### src/rtl/mips_ctrl_pkg.sv
// rtl/mips_ctrl_pkg.sv - opcodes, ALUOp codes and FSM state type for multicycle_control
package mips_ctrl_pkg;

  localparam logic [5:0] OP_RTYPE = 6'h00;
  localparam logic [5:0] OP_MOV   = 6'h01;
  localparam logic [5:0] OP_SQU   = 6'h02;
  localparam logic [5:0] OP_BEQ   = 6'h04;
  localparam logic [5:0] OP_BNE   = 6'h05;
  localparam logic [5:0] OP_ADDI  = 6'h08;
  localparam logic [5:0] OP_MULT  = 6'h0D;
  localparam logic [5:0] OP_LW    = 6'h23;
  localparam logic [5:0] OP_SW    = 6'h2B;

  localparam logic [2:0] ALU_NOP   = 3'd0;
  localparam logic [2:0] ALU_MOV   = 3'd1;
  localparam logic [2:0] ALU_SQU   = 3'd2;
  localparam logic [2:0] ALU_MUL   = 3'd3;
  localparam logic [2:0] ALU_ADD   = 3'd4;
  localparam logic [2:0] ALU_SUB   = 3'd5;
  localparam logic [2:0] ALU_RTYPE = 3'd7;

  typedef enum logic [3:0] {
    IDLE   = 4'd0,
    FETCH  = 4'd1,
    DECODE = 4'd2,
    EXEC   = 4'd3,
    MWAIT  = 4'd4,
    WB     = 4'd5,
    ADDR   = 4'd6,
    MEM    = 4'd7,
    MEMWB  = 4'd8,
    BRANCH = 4'd9,
    TRAP   = 4'd10
  } state_t;

  function automatic logic is_known_op(input logic [5:0] op);
    case (op)
      OP_RTYPE, OP_MOV, OP_SQU, OP_BEQ, OP_BNE,
      OP_ADDI, OP_MULT, OP_LW, OP_SW: is_known_op = 1'b1;
      default:                        is_known_op = 1'b0;
    endcase
  endfunction

endpackage

### src/rtl/ctrl_delay_counter.sv
// rtl/ctrl_delay_counter.sv - loadable down-counter that times the MULT/SQU wait
module ctrl_delay_counter #(
  parameter int W = 3
) (
  input  logic         clk,
  input  logic         rst_n,
  input  logic         load,
  input  logic [W-1:0] value,
  input  logic         enable,
  output logic         done
);

  logic [W-1:0] count;

  always_ff @(posedge clk or negedge rst_n) begin
    if (!rst_n) begin
      count <= '0;
    end else if (load) begin
      count <= value;
    end else if (enable && (count != '0)) begin
      count <= count - W'(1);
    end
  end

  assign done = (count == '0);

endmodule

### src/rtl/multicycle_control.sv
// rtl/multicycle_control.sv - multi-cycle MIPS control FSM; optional MULTICYCLE_CONTROL_ILLEGAL_TRAP_EN adds IllegalOp/TRAP
module multicycle_control
  import mips_ctrl_pkg::*;
#(
  parameter int ALUOP_W  = 3,
  parameter int MULT_LAT = 4
) (
  input  logic               clk,
  input  logic               reset,
  input  logic [5:0]         OP,
  input  logic               mem_ready,
  output logic               PCWrite,
  output logic               IRWrite,
  output logic               IorD,
  output logic               RegDst,
  output logic               ALUSrc,
  output logic               MemtoReg,
  output logic               RegWrite,
  output logic               MemRead,
  output logic               MemWrite,
  output logic               BranchEQ,
  output logic               BranchNE,
  output logic [ALUOP_W-1:0] ALUOp,
  output logic               Busy,
  output logic               InstrDone
`ifdef MULTICYCLE_CONTROL_ILLEGAL_TRAP_EN
  ,
  output logic               IllegalOp
`endif
);

  localparam int CNT_W = $clog2(MULT_LAT + 1);

  state_t     state, state_d;
  logic [5:0] op_q;
  logic [2:0] alu_code;
  logic       cnt_load, cnt_done;

  // counter is armed in DECODE so MWAIT runs exactly MULT_LAT cycles
  assign cnt_load = (state == DECODE) && ((OP == OP_MULT) || (OP == OP_SQU));

  ctrl_delay_counter #(.W(CNT_W)) u_delay (
    .clk    (clk),
    .rst_n  (reset),
    .load   (cnt_load),
    .value  (CNT_W'(MULT_LAT - 1)),
    .enable (state == MWAIT),
    .done   (cnt_done)
  );

  always_ff @(posedge clk or negedge reset) begin
    if (!reset) begin
      state <= IDLE;
      op_q  <= '0;
    end else begin
      state <= state_d;
      if (state == DECODE) begin
        op_q <= OP;
      end
    end
  end

`ifdef MULTICYCLE_CONTROL_ILLEGAL_TRAP_EN
  logic illegal_q;

  always_ff @(posedge clk or negedge reset) begin
    if (!reset) begin
      illegal_q <= 1'b0;
    end else if ((state == DECODE) && !is_known_op(OP)) begin
      illegal_q <= 1'b1;
    end
  end

  assign IllegalOp = illegal_q;
`endif

  always_comb begin
    state_d = state;
    case (state)
      IDLE:   state_d = FETCH;
      FETCH:  state_d = mem_ready ? DECODE : FETCH;
      DECODE: begin
        case (OP)
          OP_RTYPE, OP_ADDI, OP_MOV: state_d = EXEC;
          OP_LW, OP_SW:              state_d = ADDR;
          OP_BEQ, OP_BNE:            state_d = BRANCH;
          OP_MULT, OP_SQU:           state_d = MWAIT;
`ifdef MULTICYCLE_CONTROL_ILLEGAL_TRAP_EN
          default:                   state_d = TRAP;
`else
          default:                   state_d = FETCH;
`endif
        endcase
      end
      EXEC:   state_d = WB;
      MWAIT:  state_d = cnt_done ? WB : MWAIT;
      WB:     state_d = FETCH;
      ADDR:   state_d = MEM;
      MEM: begin
        if (mem_ready) begin
          state_d = (op_q == OP_SW) ? FETCH : MEMWB;
        end
      end
      MEMWB:  state_d = FETCH;
      BRANCH: state_d = FETCH;
      TRAP:   state_d = TRAP;
      default: state_d = IDLE;
    endcase
  end

  always_comb begin
    PCWrite   = 1'b0;
    IRWrite   = 1'b0;
    IorD      = 1'b0;
    RegDst    = 1'b0;
    ALUSrc    = 1'b0;
    MemtoReg  = 1'b0;
    RegWrite  = 1'b0;
    MemRead   = 1'b0;
    MemWrite  = 1'b0;
    BranchEQ  = 1'b0;
    BranchNE  = 1'b0;
    InstrDone = 1'b0;
    alu_code  = ALU_NOP;
    case (state)
      FETCH: begin
        MemRead  = 1'b1;
        alu_code = ALU_ADD;
        PCWrite  = mem_ready;
        IRWrite  = mem_ready;
      end
      DECODE: begin
`ifndef MULTICYCLE_CONTROL_ILLEGAL_TRAP_EN
        InstrDone = !is_known_op(OP);
`endif
      end
      EXEC: begin
        case (op_q)
          OP_ADDI: begin
            ALUSrc   = 1'b1;
            alu_code = ALU_ADD;
          end
          OP_MOV: begin
            ALUSrc   = 1'b1;
            alu_code = ALU_MOV;
          end
          default: alu_code = ALU_RTYPE;
        endcase
      end
      MWAIT: alu_code = (op_q == OP_SQU) ? ALU_SQU : ALU_MUL;
      WB: begin
        RegWrite  = 1'b1;
        InstrDone = 1'b1;
        RegDst    = (op_q != OP_ADDI);
      end
      ADDR: begin
        ALUSrc   = 1'b1;
        alu_code = ALU_ADD;
      end
      MEM: begin
        IorD = 1'b1;
        if (op_q == OP_SW) begin
          MemWrite  = 1'b1;
          InstrDone = mem_ready;
        end else begin
          MemRead = 1'b1;
        end
      end
      MEMWB: begin
        RegWrite  = 1'b1;
        MemtoReg  = 1'b1;
        InstrDone = 1'b1;
      end
      BRANCH: begin
        alu_code  = ALU_SUB;
        BranchEQ  = (op_q == OP_BEQ);
        BranchNE  = (op_q == OP_BNE);
        InstrDone = 1'b1;
      end
      default: ;
    endcase
  end

  assign ALUOp = ALUOP_W'(alu_code);
  assign Busy  = (state != IDLE) && (state != FETCH);

endmodule
### config.mk
export PLATFORM = sky130hd
export DESIGN_NAME = multicycle_control
export DESIGN_NICKNAME = d
export VERILOG_FILES = /design/src/rtl/mips_ctrl_pkg.sv /design/src/rtl/ctrl_delay_counter.sv /design/src/rtl/multicycle_control.sv
export SDC_FILE = /design/constraint.sdc
export NUM_CORES = 1
export LEC_CHECK = 0
export CELL_PAD_IN_SITES_DETAIL_PLACEMENT = 1
export CELL_PAD_IN_SITES_GLOBAL_PLACEMENT = 1
export CORE_MARGIN = 3
export CORE_UTILIZATION = 36
export CTS_CLUSTER_SIZE = 28
export DETAILED_ROUTE_END_ITERATION = 10
export PLACE_DENSITY_LB_ADDON = 0.05
export SYNTH_ARGS = -nofsm -noshare
export SYNTH_HDL_FRONTEND = slang
export SYNTH_SLANG_ARGS = --single-unit
### constraint.sdc
create_clock -name clk -period 1.9 [get_ports clk]
set_clock_uncertainty 0.05 [all_clocks]
set_input_delay 0.19 -clock clk [delete_from_list [all_inputs] [get_ports clk]]
set_output_delay 0.19 -clock clk [all_outputs]
set_load 0.01 [all_outputs]
==> metrics <==
TritonCTS clock tree done; Async SR Flop Fraction 100%; post-route ant nets 0; Util after Layout between 60 and 70%; Initial Utilization roughly two fifths; Iter 0 DRT Violations between 70 and 80; sequential-to-total area share from yosys stat between 30% and 40%; deepest clock path buffer count 2; Worst VDD drop approximately 0.0011 V; max_cap viols 0; Yosys reg bits 13; CTS clock-pin slew for the worst setup and hold paths roughly 0.090 ns; Core Box Area between 0.002 and 0.003 mm^2; layout cells sized above 1 53.6%; crit-path max cell delay between 0.4 and 0.5 ns; residual DRC count 0; die footprint between 0.003 and 0.004 mm^2; Place WS -0.624 ns; Warnings, synthesis 0; Tot Pwr between 2 and 3 mW; Post-synth EDFFs 0; H-tree depth 1; worst-path fanout max 2; most frequent cells after synthesis dfrtp_1 (13), nand2_1 (12), nor2_1 (11); top_reg_cell synth dfrtp_1; Worst setup EP type primary output; HPWL after DPL 3190 um; crit path cell chain buf_4 -> or4b_1 -> or4_4 -> nor2_1 -> buf_2; violated checks negative setup slack; nets@finish 223; io pins 25; Layout area overhead 83.7%; worst path arrival time about 1.9 ns; clock sink count 13; die height 60.3 um; Min-Delay Path Class in -> async; initial antenna violation count 0; Clock Tree Root clkbuf_4; total CTS buffers 3; Metal-1 WL roughly 2100 um; WL met3 between 200 and 300 um; worst setup margin -0.284 ns; P_leak 0.912 nW; Tcrit/Tclk final 115%; Pins Over Slew Limit 0; gpl congestion 0.873; most common cell in the synthesized netlist dfrtp_1; Antenna Cells 0; drt total wl between 5000 and 6000 um; Die Wd between 60 and 70 um; Tot GR Track Use 29.4%; global-route wire length before repair slightly below 8000 um; Synth top area share a little under a third; vias 1414; top cells by area, synth dfrtp_1 (31%), mux2_2 (5.3%), nand2_1 (4.3%); GRT overflow 0; Syn Area/Cell about 8.3 um^2; DP Area around 0.0016 mm^2; DR top layer met4; fmax between 0.4 and 0.5 GHz; post-synth top area cell dfrtp_1; Slew HR 54.3%; number of global-route vias before repair 1454; Syn Nets approximately 140; number of vias per cell just under 6; fillcell total 314; Netlist cell types 44; crit start category flip-flop; PwrDens 1350 mW/mm^2; Critical Path RT 1.66 ns; final hold violations 0; final setup vio count 12; First-pass DRT Iterations 4; post-layout instance area about 0.0019 mm^2; Crit-path slowest cell or4_4; Worst-Margin Slew between 0.6 and 0.7 ns; num rows 19; Post-Syn Instances ~130; Syn Std Cell Area ~0.0011 mm^2; critical setup path kind reg -> out; Worst-Skew Late Latency 0.27 ns; pin count of the biggest net entering global routing 14; Port Buffers 24; Tmin final about 2.2 ns; WL/cell 22.4 um; wire length on met2 2770 um; RSZ-0062 raised after global routing true; status finished with violations
registers in the layout (all words and copies together), names as in the netlist:
name and cells:
op_q 6, state 4, u_delay.count 3
stage by stage:
step	setup TNS [ns]	std cells	hold slack, ns
finish	-1.91	242	0.272
global route	-2.77	242	0.287
floorplan	0	127	-0.156
detailed placement	-3.38	220	0.485
global placement	-2.62	220	0.451
CTS	-1.06	235	0.268
layer usage:
metal / vias up / track usage, %
li1: 637 / -
met4: 0 / 8.54
met3: 26 / 3.24
met2: 63 / 52.8
met5: - / 0
met1: 688 / 36.5
power by group:
| group | switching (mW) | total [mW] | internal (mW) |
|---|---|---|---|
| clock | 0.0941 | 0.175 | 0.0813 |
| sequential | 0.133 | 0.526 | 0.392 |
| combinational | 0.980 | 1.93 | 0.950 |
| total | 1.21 | 2.63 | 1.42 |
placed cells by master (no fill, tap or decap), types with 3 or more instances in the layout:
cell type / netlist / layout
a21oi_1: 6 / 5
buf_2: 2 / 8
buf_4: 1 / 55
buf_6: 1 / 10
clkbuf_4: 0 / 3
clkdlybuf4s15_1: 0 / 3
clkdlybuf4s50_1: 0 / 4
dfrtp_1: 13 / 12
inv_1: 10 / 10
mux2_2: 5 / 5
nand2_1: 12 / 12
nand2b_1: 5 / 3
nand3_1: 5 / 3
nor2_1: 11 / 8
nor3b_1: 4 / 3
o21ai_0: 8 / 5
final cells by class:
class                      count  area, um^2  share of cell area, %
clock buffer                   4        26.3                   1.35
inverter                      10        37.5                   1.93
multi-input combinational     98         822                   42.2
sequential                    13         327                   16.8
tap                           31        38.8                   1.99
timing repair buffer          86         696                   35.7
cells by family (layout without fill, tap and decap cells):
group / after synthesis / after routing / share of synthesized area [%]
flip-flops: 13 / 13 / 30.7
AND/OR/NAND/NOR: 58 / 58 / 31.6
multiplexers: 6 / 6 / 6.26
buffers and inverters: 16 / 100 / 6.97
adder cells (fa/ha/maj): 2 / 2 / 2.36
XOR/XNOR: 1 / 1 / 0.827
AO/OA/AOI/OAI: 31 / 31 / 21.3
timing repair:
item,CTS,global route
resized for setup,78,31
gates cloned,0,0
endpoints found under the setup margin,17,15
hold buffers,0,0
setup buffers,11,7
pin swaps,10,13
path summary, 6_finish.rpt:
check	slack (ns)	to	cells after the start	startpoint
max in group asynchronous	1.06	state[3]	1	reset
min reg2reg	0.52	u_delay.count[0]	2	u_delay.count[0]
min	0.27	state[1]	1	reset
max	-0.28	BranchNE	5	op_q[2]
max reg2reg	-0.12	state[0]	7	state[3]
min in group clk	0.33	op_q[5]	2	OP[5]
worst max-delay path: cells and delay by family, from the launching register on:
family	cells	cell delay, ns
flip-flops	1	0.36
AND/OR/NAND/NOR	3	1.04
buffers and inverters	2	0.27
(Power assumes the default switching activity.)
